## config.mk

```make
export PLATFORM = sky130hd
export DESIGN_NAME = symm_conv_check
export DESIGN_NICKNAME = d
export VERILOG_FILES = /design/src/rtl/symm_conv_check.sv
export SDC_FILE = /design/constraint.sdc
export NUM_CORES = 1
export LEC_CHECK = 0
export CELL_PAD_IN_SITES_DETAIL_PLACEMENT = 0
export CELL_PAD_IN_SITES_GLOBAL_PLACEMENT = 1
export CORE_MARGIN = 1.5
export CORE_UTILIZATION = 44
export CTS_CLUSTER_DIAMETER = 120
export DETAILED_ROUTE_END_ITERATION = 12
export GPL_TIMING_DRIVEN = 0
export PLACE_DENSITY_LB_ADDON = 0.1
export SLEW_MARGIN = 10
export SYNTH_ARGS = -nofsm -noshare
export SYNTH_HDL_FRONTEND = slang
export SYNTH_SLANG_ARGS = --single-unit
```

## constraint.sdc

```tcl
create_clock -name clk_conv -period 12.7 [get_ports clk_conv]
set_clock_uncertainty 0.05 [all_clocks]
set_input_delay 2.54 -clock clk_conv [delete_from_list [all_inputs] [get_ports clk_conv]]
set_output_delay 2.54 -clock clk_conv [all_outputs]
set_load 0.005 [all_outputs]
```

## src/rtl/symm_conv_check.sv

```systemverilog
// Convergence check for FastICA symmetric decorrelation: streams W*W' row-major and reports max/L1 deviation from I.
// Optional macro CONV_SUM_EN builds the L1 sum accumulator; without it sum_dev is tied to zero.
module symm_conv_check #(
  parameter int DATA_W   = 26,
  parameter int FRAC_W   = 13,
  parameter int DIM      = 4,
  parameter int MAX_ITER = 256,
  parameter int ITER_W   = 9
) (
  input  logic                                clk_conv,
  input  logic                                rst_conv,
  input  logic                                start,
  input  logic [DATA_W-1:0]                   thresh,
  input  logic                                clear_iter,
  input  logic signed [DATA_W-1:0]            in_data,
  input  logic                                in_valid,
  output logic                                in_ready,
  output logic                                busy,
  output logic                                done,
  output logic                                converged,
  output logic [DATA_W-1:0]                   max_dev,
  output logic [DATA_W+2*$clog2(DIM)-1:0]     sum_dev,
  output logic [ITER_W-1:0]                   iter_cnt,
  output logic                                timeout
);

  localparam int SUM_W = DATA_W + 2*$clog2(DIM);
  localparam int IDX_W = (DIM > 1) ? $clog2(DIM) : 1;
  localparam logic [IDX_W-1:0] LAST_IDX = IDX_W'(DIM - 1);
  localparam logic signed [DATA_W:0] ONE = (DATA_W+1)'(1) << FRAC_W;
  localparam logic [DATA_W-1:0] MAX_POS = {1'b0, {(DATA_W-1){1'b1}}};

  localparam logic [1:0] ST_IDLE  = 2'd0;
  localparam logic [1:0] ST_ACCUM = 2'd1;
  localparam logic [1:0] ST_DONE  = 2'd2;

  logic [1:0]              state;
  logic [IDX_W-1:0]        row, col;
  logic [DATA_W-1:0]       thresh_q;
  logic [DATA_W-1:0]       max_acc;

  logic                    vld_p0;
  logic                    last_beat;
  logic signed [DATA_W:0]  dev_p0;
  logic [DATA_W-1:0]       abs_p0;
  logic [DATA_W-1:0]       max_nxt;
  logic                    conv_nxt;
  logic [ITER_W-1:0]       iter_inc;

  // Magnitude of a DATA_W+1 bit deviation, clipped to the largest positive DATA_W value.
  function automatic logic [DATA_W-1:0] sat_abs(input logic signed [DATA_W:0] d);
    logic [DATA_W:0] mag;
    mag = d[DATA_W] ? $unsigned(-d) : $unsigned(d);
    if (mag > {1'b0, MAX_POS})
      return MAX_POS;
    return mag[DATA_W-1:0];
  endfunction

  assign in_ready = (state == ST_ACCUM);
  assign busy     = (state == ST_ACCUM);
  assign done     = (state == ST_DONE);

  // Stage p0: deviation of the accepted element from the identity
  always_comb begin
    vld_p0    = in_valid && in_ready;
    last_beat = vld_p0 && (row == LAST_IDX) && (col == LAST_IDX);
    dev_p0    = {in_data[DATA_W-1], in_data} - ((row == col) ? ONE : '0);
    abs_p0    = sat_abs(dev_p0);
    max_nxt   = (abs_p0 > max_acc) ? abs_p0 : max_acc;
    conv_nxt  = (max_nxt <= thresh_q);
    iter_inc  = (iter_cnt == '1) ? iter_cnt : iter_cnt + 1'b1;
  end

  // Results are written on the final accept edge so they are valid alongside done.
  always_ff @(posedge clk_conv or posedge rst_conv) begin
    if (rst_conv) begin
      state     <= ST_IDLE;
      row       <= '0;
      col       <= '0;
      thresh_q  <= '0;
      max_acc   <= '0;
      max_dev   <= '0;
      converged <= 1'b0;
    end else begin
      case (state)
        ST_IDLE: begin
          if (start) begin
            thresh_q <= thresh;
            row      <= '0;
            col      <= '0;
            max_acc  <= '0;
            state    <= ST_ACCUM;
          end
        end
        ST_ACCUM: begin
          if (vld_p0) begin
            max_acc <= max_nxt;
            if (col == LAST_IDX) begin
              col <= '0;
              row <= (row == LAST_IDX) ? '0 : row + 1'b1;
            end else begin
              col <= col + 1'b1;
            end
            if (last_beat) begin
              max_dev   <= max_nxt;
              converged <= conv_nxt;
              state     <= ST_DONE;
            end
          end
        end
        ST_DONE: state <= ST_IDLE;
        default: state <= ST_IDLE;
      endcase
    end
  end

  always_ff @(posedge clk_conv or posedge rst_conv) begin
    if (rst_conv) begin
      iter_cnt <= '0;
      timeout  <= 1'b0;
    end else if (clear_iter) begin
      iter_cnt <= '0;
      timeout  <= 1'b0;
    end else if (last_beat && !conv_nxt) begin
      iter_cnt <= iter_inc;
      if (iter_inc == ITER_W'(MAX_ITER))
        timeout <= 1'b1;
    end
  end

`ifdef CONV_SUM_EN
  logic [SUM_W-1:0] sum_acc;
  logic [SUM_W-1:0] sum_nxt;

  assign sum_nxt = sum_acc + SUM_W'(abs_p0);

  always_ff @(posedge clk_conv or posedge rst_conv) begin
    if (rst_conv) begin
      sum_acc <= '0;
      sum_dev <= '0;
    end else if (state == ST_IDLE && start) begin
      sum_acc <= '0;
    end else if (vld_p0) begin
      sum_acc <= sum_nxt;
      if (last_beat)
        sum_dev <= sum_nxt;
    end
  end
`else
  assign sum_dev = '0;
`endif

endmodule
```

==> flow_summary_export.csv, run 1 <==
group,metric,value,unit
logic_synthesis,synthTopCellsByArea,"dfrtp_1 33%, ha_1 10%, mux2_2 7.3%",
setup_path,path_buf_inv,8,
clock_network,clkLatencyLatePin,350,ps
sta,final_hold_viol_count,0,
setup_path,critPathTopFamily,"simple AND/OR/NAND/NOR gates",
logic_synthesis,synth-simple-area-share,20.12,%
die,start_util,44.90,%
logic_synthesis,yosysWarnings,0,
logic_synthesis,seq_area_frac_synth,33.45,%
clock_network,cts_resized,0,
routing,wl_per_cell,16.69,um
logic_synthesis,synth_cell_type_count,77,
clock_network,clk_root_buffer_cell,"clkbuf_16",
logic_synthesis,synth_edf_count,0,
sta,rsz0062_at_grt,"false",
grt,grt_pass1_vias,6253,
hold_path,whs_path_depth,1,
placed_design,dp_hpwl,15560,um
cells_and_area,nFillCells,1478,
cells_and_area,layout-area-overhead-vs-synth,22.76,%
setup_path,path_max_fanout,10,
grt,grt_pass1_wl,31510,um
clock_network,cts_hold_buf,0,
logic_synthesis,async_flop_share,100.0,%
die,die_h,130.1,um
setup_path,critPathRequiredTime,12880,ps
logic_synthesis,synth_cells,823,
cells_and_area,fin_cells,1177,
logic_synthesis,synth_seq_cells,95,
clock_network,clock_path_buffers,2,
grt,overflow,0,
sta,setup_violations,0,
setup_path,critPathLaunch,"in_data[13]",
cells_and_area,nets,1072,
setup_path,worstPathArrival,11510,ps
logic_synthesis,synth_top_area_cell,"dfrtp_1",
sta,period_needed,11320,ps
logic_synthesis,synth_common_cells,"95 x dfrtp_1, 82 x inv_1, 76 x nand2_1, 58 x ha_1, 53 x o21ai_0",
clock_network,h-tree-depth,3,
routing,drt-initial-drc-count,415,
setup_path,cp.depth,33,
routing,vias,6402,
clock_network,numCtsBuffers,9,
die,die_w,130.1,um
logic_synthesis,syn_area,7107,um2
clock_network,clk_pin_slew,70,ps
sta,worst_pin_slew,1010,ps
clock_network,post_cts_buffers,0,
setup_path,critPathSlowestCell,"nor4_1",
die,dieArea,16920,um2
sta,post-route-period-util,89.16,%
power_and_ir_drop,ir_drop,0.09350,mV
setup_path,start_kind,"input pin",
setup_path,crit_type,"input pin to flop",
die,pin_count,127,
sta,drv_slew,0,
grt,antenna_found_initial,0,
placed_design,finalWeightedCongestion,0.8657,
hold_path,hold_class,"flop to flop",
setup_path,reg2reg_from,"col[1]",
routing,via_per_inst,5.439,
logic_synthesis,synth-xor-area-share,2.940,%
setup_path,cpPeakStageDelay,860,ps
placed_design,io_buffer_count,92,
hold_path,min_from,"converged",
die,row_count,46,
die,core,15830,um2
routing,wirelength,19650,um
logic_synthesis,synth_most_common_cell,"dfrtp_1",
grt,track_usage,24.00,%
sta,fin_setup_tns,0,ps
logic_synthesis,avgSynthCellArea,8.635,um2
routing,drtAntennaViolNets,0,
routing,drc_errors,0,
routing,firstDrtPassIters,5,
run_status,status,"finished clean",
power_and_ir_drop,leakage,0.003951,uW
cells_and_area,n_antenna_cell,0,
cells_and_area,drive_gt1_share,12.17,%
power_and_ir_drop,power_density,171.1,nW/um2
setup_path,end_kind,"flop",
logic_synthesis,synth_top_family_by_area,"simple AND/OR/NAND/NOR gates",
sta,fmax,0.08832,GHz
sta,worst_slew_margin_rel,32.03,%
grt,grt_max_degree,50,
logic_synthesis,synth-compound-area-share,15.77,%
placed_design,dp.cells,1162,
setup_path,rr_worst_depth,32,
clock_network,cts.sinks,95,
logic_synthesis,synthAdderAreaFrac,10.21,%
flow_run,drv_cap,0,
logic_synthesis,ys.flop_type,"dfrtp_1",
logic_synthesis,synth_top_area_share,33.45,%
logic_synthesis,synth.area.mux_share,7.711,%
clock_network,cts_tree,"yes",
## power by group
group	switching [uW]	leakage [uW]	total, uW	internal, uW
logic	389	0.00261	731	342
registers	81.7	0.00120	501	419
clock network	117	0.000142	260	143
total	588	0.00395	1490	905
## flip-flops by register name (all words and copies together), names as in the netlist
register and cells:
timeout 1, max_dev 26, converged 1, thresh_q 26
iter_cnt 9, col 2, max_acc 26, row 2
state 2
## worst paths after layout
check	to	slack, ps
setup reg to reg	iter_cnt[0]	3280
hold / removal	converged	440
max in group asynchronous	row[0]	9360
min in group asynchronous	iter_cnt[0]	2580
hold reg to reg	converged	440
setup / recovery	iter_cnt[0]	1380
## worst reg2reg max path: cells and delay by family, from the launching register on
kind | cells | cell delay (ps)
compound gates | 10 | 1870
fa+ha+maj | 4 | 1050
mux | 1 | 300
xor+xnor | 2 | 1020
buf+inv | 5 | 1780
simple gates | 10 | 2840
flops | 1 | 410
## layout by cell type (no fill, tap or decap), drive strengths merged, types with 8 or more instances in the layout
master	Yosys	routed
dfrtp	95	95
clkdlybuf4s50	0	92
inv	82	82
nand2	76	76
o21ai	65	65
ha	58	58
nand3	47	47
mux2	46	46
buf	38	39
clkbuf	28	39
nor2	35	35
conb	1	31
a21oi	30	30
nor3	23	23
nand4	17	17
nand2b	14	14
xnor2	12	12
xor2	11	11
nor4	10	10
and3	10	10
o31ai	9	9
or4	9	9
nor2b	8	8
o22ai	8	8
## metal layers
metal | routed length, um | up-vias | global-route usage, %
li1 | - | 3131 | -
met1 | 8998 | 3078 | 31.86
met2 | 9468 | 161 | 40.68
met3 | 749 | 32 | 3.321
met4 | 432 | 0 | 7.190
met5 | 0 | - | 0
## logic make-up after synthesis
family                     Yosys count
and+or+nand+nor                    275
AOI/OAI and AO/OA                  173
buffers and inverters              149
DFF                                 95
adders and majority gates           58
muxes                               49
xor gates and xnor gates            23
other                                1
## layout make-up
| type | count | area (um2) | share of cell area [%] |
|---|---|---|---|
| Clock inverter | 4 | 31.28 | 0.3585 |
| Buffer | 66 | 380.4 | 4.360 |
| Sequential cell | 95 | 2377 | 27.25 |
| Inverter | 83 | 314.1 | 3.600 |
| Timing Repair Buffer | 93 | 948.4 | 10.87 |
| Clock buffer | 11 | 252.7 | 2.897 |
| Tap cell | 216 | 270.3 | 3.098 |
| Multi-Input combinational cell | 609 | 4150 | 47.57 |
## metrics by stage
step	util (%)	total power [uW]	hold slack [ps]	setup WS (ps)	area, um2
6_report	55.12	1493	437.5	1377	8725
5_1_grt	55.12	1628	460.2	684.8	8725
4_1_cts	55.12	1501	444.1	1543	8725
3_5_place_dp	53.33	1235	429.5	1228	8441
3_3_place_gp	53.14	1197	424.7	1397	8411
2_1_floorplan	-	978.5	429.4	3780	7219
Power figures use the tool's default switching activity.
==> run 2, diff against run 1 <==
--- a/config.mk
+++ b/config.mk
@@ -8,10 +8,12 @@
 export CELL_PAD_IN_SITES_DETAIL_PLACEMENT = 0
 export CELL_PAD_IN_SITES_GLOBAL_PLACEMENT = 1
 export CORE_MARGIN = 1.5
-export CORE_UTILIZATION = 44
+export CORE_UTILIZATION = 45
+export CTS_BUF_LIST = sky130_fd_sc_hd__clkbuf_4 sky130_fd_sc_hd__clkbuf_8
 export CTS_CLUSTER_DIAMETER = 120
 export DETAILED_ROUTE_END_ITERATION = 12
 export GPL_TIMING_DRIVEN = 0
+export HOLD_SLACK_MARGIN = 0.15
 export PLACE_DENSITY_LB_ADDON = 0.1
 export SLEW_MARGIN = 10
 export SYNTH_ARGS = -nofsm -noshare
==> run 2 against run 1 <==
Via count up 1.1%. Clock-buffer cell count increased by 1. Flip-flop and latch count is the same. Non-clock buffer count did not move. Critical endpoint unchanged. Setup slack improved by 5.0 ps. Combinational power hardly changed. Hold slack gained 12 ps. Die area fell by 2.2%.
==> flow_summary_export.csv, run 2 (synthesized netlist as in run 1, its figures left out) <==
group,metric,value,unit
setup_path,worstPathArrival,11530,ps
clock_network,cts_tree,"yes",
power_and_ir_drop,p_sw,571.2,uW
clock_network,clk_pin_slew,90,ps
placed_design,dp_hpwl,15390,um
setup_path,end_kind,"flop",
sta,worst_slew_margin_rel,31.95,%
setup_path,critPathRequiredTime,12910,ps
clock_network,clock_path_buffers,2,
clock_network,clkLatencyLatePin,370,ps
grt,grt_max_degree,55,
sta,post-route-period-util,89.12,%
setup_path,rr_worst_depth,30,
setup_path,crit_type,"input pin to flop",
die,row_count,45,
die,die_h,128.7,um
routing,drc_errors,0,
cells_and_area,drive_gt1_share,12.17,%
routing,wirelength,19470,um
setup_path,r2r_end,"iter_cnt[0]",
routing,drt-initial-drc-count,411,
die,pin_count,127,
power_and_ir_drop,pwr-share-clk,12.9,%
die,core,15310,um2
setup_path,start_kind,"input pin",
grt,track_usage,24.16,%
clock_network,cts.sinks,95,
power_and_ir_drop,internal-power,837.5,uW
hold_path,hold_class,"flop to flop",
cells_and_area,layout_common_cells,"95 x dfrtp_1, 92 x clkdlybuf4s50_1, 81 x inv_1",
setup_path,cpMostUsedCell,"clkbuf_1",
cells_and_area,layout-area-overhead-vs-synth,20.93,%
sta,drv_slew,0,
setup_path,reg2reg_from,"col[0]",
cells_and_area,fin_util,56.12,%
routing,wl_per_cell,16.61,um
power_and_ir_drop,p_comb_share,51.7,%
sta,fmax,0.08836,GHz
setup_path,r2r_setup_slack,3220,ps
power_and_ir_drop,power_density,163.9,nW/um2
routing,vias,6470,
clock_network,post_cts_buffers,0,
clock_network,numCtsBuffers,9,
clock_network,h-tree-depth,3,
grt,antenna_found_initial,0,
sta,fin_setup_tns,0,ps
grt,overflow,0,
setup_path,cpPeakStageDelay,870,ps
sta,period_needed,11320,ps
sta,setup_violations,0,
sta,rsz0062_at_grt,"false",
hold_path,min_from,"converged",
placed_design,io_buffer_count,92,
routing,firstDrtPassIters,5,
die,dieArea,16560,um2
grt,grt_pass1_vias,6276,
power_and_ir_drop,ir_drop,0.09859,mV
flow_run,drv_cap,0,
sta,hold_ws,449.1,ps
cells_and_area,reg_top3,"max_acc: 26 flops, max_dev: 26 flops, thresh_q: 26 flops",
die,die_w,128.7,um
power_and_ir_drop,p_total,1409,uW
die,start_util,46.41,%
clock_network,cts_resized,0,
clock_network,cts_hold_buf,0,
clock_network,clk_root_buffer_cell,"clkbuf_8",
power_and_ir_drop,sw_frac_of_total,40.55,%
hold_path,whs_path_depth,1,
sta,worst_pin_slew,1014,ps
setup_path,critPathSlowestCell,"nor4_1",
setup_path,path_max_fanout,10,
run_status,status,"finished clean",
routing,via_per_inst,5.520,
power_and_ir_drop,leakage,0.003893,uW
cells_and_area,nets,1072,
sta,final_hold_viol_count,0,
cells_and_area,n_antenna_cell,0,
hold_path,hold_end,"converged",
cells_and_area,nFillCells,1450,
cells_and_area,final_common_cell,"dfrtp_1",
placed_design,finalWeightedCongestion,0.8904,
power_and_ir_drop,seq_power_share,35.4,%
grt,grt_pass1_wl,31400,um
routing,drtAntennaViolNets,0,
[run 2: per-layer routing]
layer | track usage (%) | routed length [um] | share of wire [%] | up-vias
met2 | 40.58 | 9244 | 47 | 196
met1 | 32.40 | 8785 | 45 | 3120
met3 | 4.033 | 1087 | 5.6 | 23
li1 | - | - | - | 3131
met4 | 6.345 | 354 | 1.8 | 0
met5 | 0 | 0 | 0 | -
[run 2: metrics by stage]
stage / cells / cell area (um2) / setup WS [ps]
3_3_place_gp: 1156 / 8404 / 1279
4_1_cts: 1172 / 8594 / 1565
6_report: 1172 / 8594 / 1382
3_5_place_dp: 1157 / 8427 / 1204
2_1_floorplan: 853 / 7219 / 3780
5_1_grt: 1172 / 8594 / 660.5
[run 2: worst max-delay path: cells and delay by family]
kind | cells | cell delay, ps
multiplexers | 1 | 290
adder cells (fa/ha/maj) | 2 | 470
AO/OA/AOI/OAI | 8 | 1920
AND/OR/NAND/NOR | 11 | 3770
buffers and inverters | 7 | 2530
[run 2: how the worst max path moves through the flow]
stage	start	cells after the start	slack, ps	to
6_report	in_data[1]	29	1380	iter_cnt[0]
5_1_grt	in_data[1]	29	660	iter_cnt[0]
4_1_cts	in_data[1]	30	1570	iter_cnt[0]
3_5_place_dp	in_data[1]	30	1200	iter_cnt[0]
3_3_place_gp	in_data[13]	33	1280	iter_cnt[0]
2_1_floorplan	in_data[13]	30	3780	iter_cnt[0]
[run 2: cell type report]
class	count	area [um2]	share of cell area, %
Multi-Input combinational cell	609	4150	48.29
Timing Repair Buffer	93	940.9	10.95
Tap cell	211	264.0	3.072
Clock inverter	3	21.27	0.2475
Inverter	83	314.1	3.654
Sequential cell	95	2377	27.66
Buffer	66	380.4	4.426
Clock buffer	12	146.4	1.703
[run 2: power groups by stage]
stage / Clock (uW) / Combinational, uW / Sequential [uW]
final: 182 / 728 / 499
after global routing: 200 / 827 / 513
after CTS: 189 / 729 / 500
after detailed placement: 0 / 721 / 506
after global placement: 0 / 695 / 501
after floorplan: 0 / 496 / 482
==> run 3, diff against run 2 <==
--- a/config.mk
+++ b/config.mk
@@ -5,8 +5,10 @@
 export SDC_FILE = /design/constraint.sdc
 export NUM_CORES = 1
 export LEC_CHECK = 0
+export ABC_CLOCK_PERIOD_IN_PS = 12700
 export CELL_PAD_IN_SITES_DETAIL_PLACEMENT = 0
 export CELL_PAD_IN_SITES_GLOBAL_PLACEMENT = 1
+export CORE_ASPECT_RATIO = 0.6
 export CORE_MARGIN = 1.5
 export CORE_UTILIZATION = 45
 export CTS_BUF_LIST = sky130_fd_sc_hd__clkbuf_4 sky130_fd_sc_hd__clkbuf_8
@@ -15,6 +17,7 @@
 export GPL_TIMING_DRIVEN = 0
 export HOLD_SLACK_MARGIN = 0.15
 export PLACE_DENSITY_LB_ADDON = 0.1
+export RECOVER_POWER = 50
 export SLEW_MARGIN = 10
 export SYNTH_ARGS = -nofsm -noshare
 export SYNTH_HDL_FRONTEND = slang
==> run 3 against run 2 <==
The flow now finishes with violations (capacitance limit, slew limit). Clock power rose by 3%. Fmax fell by 3.6%. Combinational power rose by 1%. Via count rose by 1.3%. Sequential power barely moved. First-iteration DRC count rose by 17%. Largest cell class unchanged.
==> flow_summary_export.csv, run 3 (synthesized netlist as in run 1, its figures left out) <==
group,metric,value,unit
setup_path,r2r_setup_slack,2580,ps
cells_and_area,layout_common_cells,"95 x dfrtp_1, 81 x inv_1, 76 x nand2_1, 76 x clkdlybuf4s50_1, 58 x ha_1",
clock_network,cts.sinks,95,
cells_and_area,n_antenna_cell,0,
setup_path,cpPeakStageDelay,900,ps
setup_path,reg2reg_from,"row[0]",
setup_path,start_kind,"input pin",
sta,worst_pin_slew,3284,ps
setup_path,crit_type,"input pin to flop",
clock_network,clock_path_buffers,2,
power_and_ir_drop,power_density,166.0,nW/um2
power_and_ir_drop,pwr-share-clk,13.2,%
routing,wirelength,20790,um
setup_path,cpMostUsedCell,"ha_1",
cells_and_area,nets,1072,
routing,wl_per_cell,17.85,um
setup_path,critPathRequiredTime,12930,ps
setup_path,cp.depth,30,
clock_network,post_cts_buffers,0,
grt,track_usage,25.30,%
sta,hold_ws,447.3,ps
routing,drt-initial-drc-count,479,
hold_path,hold_class,"flop to flop",
setup_path,end_kind,"flop",
sta,final_hold_viol_count,0,
cells_and_area,reg_top3,"max_acc: 26 flops, max_dev: 26 flops, thresh_q: 26 flops",
setup_path,critPathTopFamily,"simple AND/OR/NAND/NOR gates",
run_status,violations,"capacitance limit, slew limit",
cells_and_area,layout-area-overhead-vs-synth,20.67,%
hold_path,whs_path_depth,1,
die,die_h,100.3,um
clock_network,cts_resized,0,
setup_path,endpoint,"iter_cnt[7]",
sta,worst_slew_margin_rel,-119.0,%
cells_and_area,final_common_cell,"dfrtp_1",
cells_and_area,drive_gt1_share,12.16,%
clock_network,clkLatencyLatePin,360,ps
flow_run,drv_cap,2,
clock_network,clk_root_buffer_cell,"clkbuf_8",
clock_network,h-tree-depth,3,
clock_network,cts_tree,"yes",
sta,post-route-period-util,92.41,%
placed_design,finalWeightedCongestion,0.9312,
setup_path,rr_worst_depth,30,
cells_and_area,nFillCells,1412,
power_and_ir_drop,leakage,0.003926,uW
sta,period_needed,11740,ps
setup_path,critPathSlowestCell,"xnor2_1",
die,pin_count,127,
setup_path,r2r_end,"iter_cnt[7]",
grt,overflow,0,
die,dieArea,16580,um2
setup_path,worstPathArrival,11970,ps
power_and_ir_drop,sw_frac_of_total,41.59,%
clock_network,cts_hold_buf,0,
grt,grt_pass1_vias,6153,
power_and_ir_drop,ir_drop,0.09457,mV
sta,setup_violations,0,
power_and_ir_drop,p_comb_share,51.6,%
setup_path,critPathLaunch,"in_data[13]",
routing,drtAntennaViolNets,0,
placed_design,dp.cells,1149,
die,core,15370,um2
routing,vias,6557,
grt,grt_max_degree,61,
die,die_w,165.2,um
clock_network,numCtsBuffers,9,
setup_path,path_buf_inv,6,
setup_path,path_max_fanout,10,
placed_design,io_buffer_count,92,
sta,fmax,0.08521,GHz
run_status,status,"complete, but fails checks",
sta,rsz0062_at_grt,"false",
cells_and_area,fin_cells,1165,
power_and_ir_drop,seq_power_share,35.2,%
placed_design,dp_hpwl,16860,um
clock_network,clk_pin_slew,90,ps
power_and_ir_drop,p_sw,592.2,uW
power_and_ir_drop,p_total,1424,uW
die,row_count,35,
sta,fin_setup_tns,0,ps
routing,drc_errors,0,
grt,grt_pass1_wl,32190,um
grt,antenna_found_initial,0,
power_and_ir_drop,internal-power,831.7,uW
cells_and_area,fin_util,55.79,%
routing,via_per_inst,5.628,
routing,firstDrtPassIters,5,
sta,drv_slew,98,
die,start_util,46.24,%
run 3: changes by cell type in the layout (fill, tap and decap cells not counted), sizes merged:
cell and delta:
clkbuf -1, buf -1, clkdlybuf4s50 -16, clkinv +2
inv +1, dlygate4sd3 +16
run 3: power by group through the flow:
stage	sequential (uW)	combinational, uW	clock (uW)
after CTS	500	739	194
after floorplan	482	496	0
after global routing	515	829	206
final	501	735	188
after detailed placement	506	734	0
after global placement	500	697	0
run 3: through the flow:
stage          area [um2]  setup WS, ps
2_1_floorplan        7219          3780
3_3_place_gp         8394         953.7
3_5_place_dp         8424          1037
4_1_cts              8601          1376
5_1_grt              8576         535.1
6_report             8576         964.1
run 3: cell type report:
cell class / instances / area [um2] / area share [%]
inverter: 83 / 312.8 / 3.648
clock inverter: 6 / 45.04 / 0.5252
clock buffer: 10 / 131.4 / 1.532
sequential: 95 / 2377 / 27.72
tap: 203 / 254.0 / 2.962
buffer: 66 / 380.4 / 4.435
multi-input combinational: 609 / 4150 / 48.40
timing repair buffer: 93 / 924.6 / 10.78
run 3: worst min-delay path by stage:
stage / from / to / slack, ps
2_1_floorplan: thresh_q[1] / thresh_q[1] / 430
3_3_place_gp: max_dev[6] / max_dev[6] / 420
3_5_place_dp: converged / converged / 430
4_1_cts: converged / converged / 450
5_1_grt: converged / converged / 480
6_report: converged / converged / 450
run 3: layer usage:
metal / part of all wire [%] / vias up / track usage [%] / wire (um)
li1: - / 3135 / - / -
met1: 50 / 3179 / 39.28 / 10460
met2: 42 / 231 / 36.31 / 8659
met3: 7.7 / 12 / 5.496 / 1597
met4: 0.38 / 0 / 3.465 / 80
met5: 0 / - / 0 / 0
run 3: worst register-to-register path, delay by kind of cell (launching register included):
kind / cells / cell delay (ps)
buffers and inverters: 4 / 1070
AOI/OAI and AO/OA: 9 / 2750
and+or+nand+nor: 11 / 3340
adders and majority gates: 4 / 1340
xor gates and xnor gates: 2 / 1060
DFF: 1 / 450
